==> src/rtl/instr_queue.sv <==
// Fetch-to-decode instruction queue: pairs issued PCs with in-order imem responses.
// Optional same-cycle response forwarding when empty is enabled by defining IQ_BYPASS_EN.
module instr_queue #(
  parameter int DEPTH      = 4,
  parameter int PEND_DEPTH = 2
) (
  input  logic                       clk,
  input  logic                       rst,
  input  logic                       req_valid,
  input  logic [31:0]                req_pc,
  input  logic                       imem_resp,
  input  logic [31:0]                imem_rdata,
  input  logic                       flush,
  input  logic                       deq_ready,
  output logic                       out_valid,
  output logic [31:0]                out_pc,
  output logic [31:0]                out_instr,
  output logic                       stall_out,
  output logic [$clog2(DEPTH):0]     count
);

  localparam int AW = $clog2(DEPTH);
  localparam int CW = AW + 1;
  // A one-deep pending FIFO still uses a two-entry array so index slicing stays legal.
  localparam int PI = (PEND_DEPTH > 1) ? $clog2(PEND_DEPTH) : 1;
  localparam int DW = $clog2(PEND_DEPTH) + 1;
  localparam int SW = CW + PI + 1;

  logic [31:0]   fifo_pc    [DEPTH];
  logic [31:0]   fifo_instr [DEPTH];
  logic [AW:0]   wr_ptr, rd_ptr;
  logic [31:0]   pend_pc    [2**PI];
  logic [PI:0]   pend_wr, pend_rd, pending_cnt;
  logic [DW-1:0] drop_cnt;

  logic          empty, full, pend_full, pend_empty;
  logic          resp_pop, keep, bypass, deq, fifo_push, fifo_pop;
  logic [31:0]   resp_pc;
  logic [SW-1:0] credit_sum;

  assign count       = wr_ptr - rd_ptr;
  assign empty       = (wr_ptr == rd_ptr);
  assign full        = (count == CW'(DEPTH));
  assign pending_cnt = pend_wr - pend_rd;
  assign pend_full   = (pending_cnt == (PI+1)'(PEND_DEPTH));
  assign pend_empty  = (pending_cnt == '0);

  assign resp_pop = imem_resp && !pend_empty;
  assign resp_pc  = pend_pc[pend_rd[PI-1:0]];
  assign keep     = resp_pop && (drop_cnt == '0) && !flush;

`ifdef IQ_BYPASS_EN
  assign bypass = keep && empty;
`else
  assign bypass = 1'b0;
`endif

  always_comb begin
    out_valid = !empty || bypass;
    out_pc    = '0;
    out_instr = '0;
    if (bypass) begin
      out_pc    = resp_pc;
      out_instr = imem_rdata;
    end else if (!empty) begin
      out_pc    = fifo_pc[rd_ptr[AW-1:0]];
      out_instr = fifo_instr[rd_ptr[AW-1:0]];
    end
  end

  // A forwarded response taken by decode this cycle never occupies a slot.
  assign deq       = out_valid && deq_ready && !flush;
  assign fifo_pop  = deq && !empty;
  assign fifo_push = keep && !(bypass && deq_ready);

  assign credit_sum = SW'(count) + SW'(pending_cnt);
  assign stall_out  = (credit_sum >= SW'(DEPTH)) || pend_full;

  always_ff @(posedge clk) begin
    if (req_valid) pend_pc[pend_wr[PI-1:0]] <= req_pc;
    if (fifo_push) begin
      fifo_pc[wr_ptr[AW-1:0]]    <= resp_pc;
      fifo_instr[wr_ptr[AW-1:0]] <= imem_rdata;
    end
  end

  always_ff @(posedge clk) begin
    if (!rst) begin
      wr_ptr   <= '0;
      rd_ptr   <= '0;
      pend_wr  <= '0;
      pend_rd  <= '0;
      drop_cnt <= '0;
    end else begin
      if (req_valid) pend_wr <= pend_wr + 1'b1;
      if (resp_pop)  pend_rd <= pend_rd + 1'b1;
      if (flush) begin
        // Everything still outstanding before the redirect is stale; this cycle's response retires one.
        rd_ptr   <= wr_ptr;
        drop_cnt <= DW'(pending_cnt - (PI+1)'(resp_pop));
      end else begin
        if (fifo_push) wr_ptr <= wr_ptr + 1'b1;
        if (fifo_pop)  rd_ptr <= rd_ptr + 1'b1;
        if (resp_pop && (drop_cnt != '0)) drop_cnt <= drop_cnt - 1'b1;
      end
    end
  end

  a_pend_overflow: assert property (@(posedge clk) disable iff (!rst)
    !(req_valid && pend_full));
  a_resp_unmatched: assert property (@(posedge clk) disable iff (!rst)
    !(imem_resp && pend_empty));
  a_fifo_overflow: assert property (@(posedge clk) disable iff (!rst)
    !(fifo_push && full && !fifo_pop && !flush));

endmodule

==> config.mk <==
export PLATFORM = sky130hd
export DESIGN_NAME = instr_queue
export DESIGN_NICKNAME = d
export VERILOG_FILES = /design/src/rtl/instr_queue.sv
export SDC_FILE = /design/constraint.sdc
export NUM_CORES = 1
export LEC_CHECK = 0
export BUFFER_PORTS_ARGS = -buffer_cell sky130_fd_sc_hd__buf_2
export CORE_MARGIN = 2
export CORE_UTILIZATION = 63
export CTS_CLUSTER_SIZE = 20
export DETAILED_ROUTE_END_ITERATION = 8
export PLACE_DENSITY_LB_ADDON = 0.3
export SETUP_SLACK_MARGIN = 0.05
export SLEW_MARGIN = 40
export SYNTH_ARGS = -nofsm -noshare
export SYNTH_HDL_FRONTEND = slang
export SYNTH_SLANG_ARGS = --single-unit
==> constraint.sdc <==
create_clock -name clk -period 7.88 [get_ports clk]
set_clock_uncertainty 0.1 [all_clocks]
set_input_delay 0.394 -clock clk [delete_from_list [all_inputs] [get_ports clk]]
set_output_delay 0.394 -clock clk [all_outputs]
set_load 0.005 [all_outputs]
==> impl_metrics.json <==
{
  "first_iter_violations": 363,
  "cell_by_cell_trace_of_the_critical_path": "buf_4, mux4_2, nor2b_1, buf_2",
  "die_area_um2": 21500,
  "worstPathRequired_ps": 7390,
  "fin_tns_setup_ps": 0,
  "synth-warning-count": 0,
  "detail-route-antenna-nets": 0,
  "holdBufCountCts": 44,
  "tightestPinTransition_ps": 805,
  "detailroute.via_count": 6219,
  "hp-start": "imem_rdata[2]",
  "ir_worst_vdd_uv": 203,
  "buffer_ports.inserted": 138,
  "cts-root-to-sink-buffers": 3,
  "fill_cells": 1083,
  "initial_utilization_pct": 63.8,
  "chipWidth_um": 147,
  "maximum_number_of_pins_on_one_net_before_global_route_repair": 66,
  "cpLargestDelayFamily": "buffers and inverters",
  "max_clock_freq_mhz": 297,
  "cts_num_sinks": 335,
  "average_footprint_of_a_synthesized_cell_um2": 21.2,
  "post_synth_num_cell_types": 31,
  "post_drt_via_cell_ratio": 5.66,
  "rr_worst_depth": 6,
  "nNetsFinal": 887,
  "min_period_ps": 3370,
  "critical_path.startpoint_type": "register",
  "worst_path_cell_with_the_longest_stage_delay": "dfxtp_4",
  "grt_use_total_pct": 21.9,
  "report.final.slew_viol_count": 0,
  "detailedPlacementHpwl_um": 13100,
  "die_height_um": 147,
  "reg2reg_setup_slack_ps": 5200,
  "router_iterations_before_antenna_repair": 5,
  "timing.final.hold_violations": 0,
  "holdCritPathClass": "input port to register",
  "n_antenna_cell": 0,
  "cts_made_buffers": 34,
  "remaining_drc_errors": 0,
  "power_density_nw_per_um2": 279,
  "mappedNetlistNets": 686,
  "global_route_wire_length_before_repair_um": 35800,
  "cp.buffers_inverters": 2,
  "timing.max_cap.violations": 0,
  "postSynthRegisterBits": 335,
  "grt_remaining_overflow": 0,
  "clk_root_buffer_cell": "clkbuf_16",
  "cts_post_setup_buffers_inserted": 0,
  "placeableCoreArea_um2": 20100,
  "status": "completed",
  "max_stage_delay_ps": 730,
  "holdPathStages": 1,
  "slew_headroom_pct": 46.3,
  "ctsResizeCount": 0,
  "number_of_antenna_violations_at_the_first_check_in_global_routing": 0,
  "worst_r2r_endpoint": "fifo_instr[0][27]$_DFFE_PP_",
  "syn_to_final_growth_pct": 20.2,
  "arrival_ps": 2880,
  "core.rowCount": 52,
  "timing.final.setup_violations": 0,
  "r2r-start": "pend_wr[0]$_SDFFE_PN0P_",
  "gp_routability_congestion": 0.721,
  "top_level_ports": 139,
  "cts_htree_levels": 2,
  "worstHoldEndpoint": "fifo_instr[2][2]$_DFFE_PP_",
  "grt_pass1_vias": 6582,
  "rsz0062_at_grt": "no",
  "syn_area_um2": 12800,
  "final_cells": 1098,
  "crit_path_end_kind": "primary output",
  "final.period_utilization_pct": 42.8,
  "crit_fanout": 36,
  "timing.setup.critical_path_class": "register to primary output",
  "placedCellCount": 994,
  "clkSlewWorstSetupHoldPaths_ps": 60,
  "cts_tree": "built",
  "leakage_power_uw": 0.00530,
  "synth_cells": 604,
  "clk_latency_ps": 500,
  "drive_above_1_share_pct": 36.2,
  "wl_per_cell_um": 20.9,
  "synth-seq-area-share_pct": 77.2,
  "wirelength_um": 22900
}
==> power breakdown <==
group | switching [uW] | internal (uW) | leakage, uW | total [uW]
Clock | 613 | 857 | 0.000487 | 1470
Sequential | 72.9 | 2100 | 0.00303 | 2180
Combinational | 325 | 323 | 0.00178 | 648
==> cell families (layout without fill, tap and decap cells) <==
group	Yosys count	in the layout	share of synthesized area, %
adder cells (fa/ha/maj)	12	12	1.23
AO/OA/AOI/OAI	19	19	0.966
buffers and inverters	40	264	1.24
AND/OR/NAND/NOR	87	87	4.10
flip-flops	335	335	77.2
multiplexers	99	99	14.3
XOR/XNOR	12	12	0.936
==> layer usage <==
layer / vias up / part of all wire (%) / track usage, %
li1: 2801 / - / -
met4: 0 / 1.3 / 5.78
met2: 213 / 53 / 38.2
met3: 21 / 5.8 / 4.13
met5: - / 0 / 0
met1: 3184 / 40 / 28.8
==> worst max path at each step <==
stage | from | end | cells after the start
3_3_place_gp | register | out_pc[9] | 4
3_5_place_dp | register | out_pc[9] | 4
6_report | register | out_pc[10] | 4
5_1_grt | register | out_pc[10] | 4
4_1_cts | register | out_pc[10] | 4
2_1_floorplan | pend_wr[0]$_SDFFE_PN0P_ | wr_ptr[2]$_SDFFE_PN0P_ | 6
==> Yosys cell counts <==
cell      number  share of area [%]
mux2_2        33                2.9
o21a_1         1              0.059
nor3_1         1              0.039
xnor2_1        6               0.41
mux2i_1        2               0.16
edfxtp_1     320                 75
xnor3_2        1               0.19
clkbuf_1      17               0.50
nor2_1         2              0.059
a211oi_2       2               0.20
mux4_2        64                 11
nand3_1        1              0.039
ha_1          11                1.1
nor2b_1       67                3.3
and2_1         8               0.39
nand4_1        1              0.049
inv_1         13               0.38
buf_1          3              0.088
buf_2          7               0.27
dfxtp_1       15                2.3
o211a_1        1              0.078
o21ai_0        4               0.16
nand3b_1       1              0.059
xor2_1         5               0.34
o21ai_1        1              0.039
a21oi_2        1              0.068
a21oi_1        8               0.31
nand2_1        5               0.15
a21boi_0       1              0.059
fa_1           1               0.16
or3_1          1              0.049
==> placed cells by master (no fill, tap or decap), types with 3 or more instances in the layout <==
| cell | n |
|---|---|
| edfxtp_1 | 320 |
| mux2_2 | 33 |
| o21ai_0 | 4 |
| and2_4 | 4 |
| inv_1 | 13 |
| nor2b_1 | 66 |
| dfxtp_4 | 3 |
| a21oi_1 | 8 |
| mux4_2 | 64 |
| clkinvlp_4 | 3 |
| clkbuf_1 | 9 |
| buf_12 | 5 |
| buf_2 | 138 |
| xor2_1 | 5 |
| dfxtp_1 | 12 |
| clkinv_1 | 7 |
| and2_1 | 4 |
| clkbuf_16 | 35 |
| xnor2_1 | 6 |
| ha_1 | 11 |
| nand2_1 | 5 |
| dlygate4sd3_1 | 45 |
==> worst reg2reg max path, cell delays in order, from the launching register on <==
cell and delay, ps:
dfxtp_1 410, inv_1 90, ha_1 240, xnor3_2 350, a21oi_2 310, and2_4 530, buf_12 310
==> stage by stage <==
stage / total power (uW) / hold WS, ps / util, % / cell area (um2) / setup WS, ps
2_1_floorplan: 2600 / 393 / - / 12800 / 3660
3_3_place_gp: 2810 / 413 / 68.7 / 13800 / 4950
3_5_place_dp: 2850 / 440 / 69.3 / 13900 / 4940
4_1_cts: 4330 / 0.273 / 76.6 / 15400 / 4380
5_1_grt: 4470 / 6.13 / 76.7 / 15400 / 4240
6_report: 4290 / 20.1 / 76.7 / 15400 / 4510
==> registers in the layout (all words and copies together) (netlist names), named ones only <==
name        count
fifo_pc       128
wr_ptr          3
rd_ptr          3
pend_wr         2
fifo_instr    128
pend_rd         2
pend_pc        64
drop_cnt        2
==> area by class of cell <==
type / count / area [um2] / share of cell area, %
Inverter: 13 / 48.8 / 0.317
Clock buffer: 45 / 923 / 5.99
Multi-Input combinational cell: 229 / 2790 / 18.1
Timing Repair Buffer: 192 / 1290 / 8.40
Sequential cell: 335 / 9920 / 64.4
Tap cell: 270 / 338 / 2.19
Clock inverter: 14 / 97.6 / 0.633
Power figures use the tool's default switching activity.
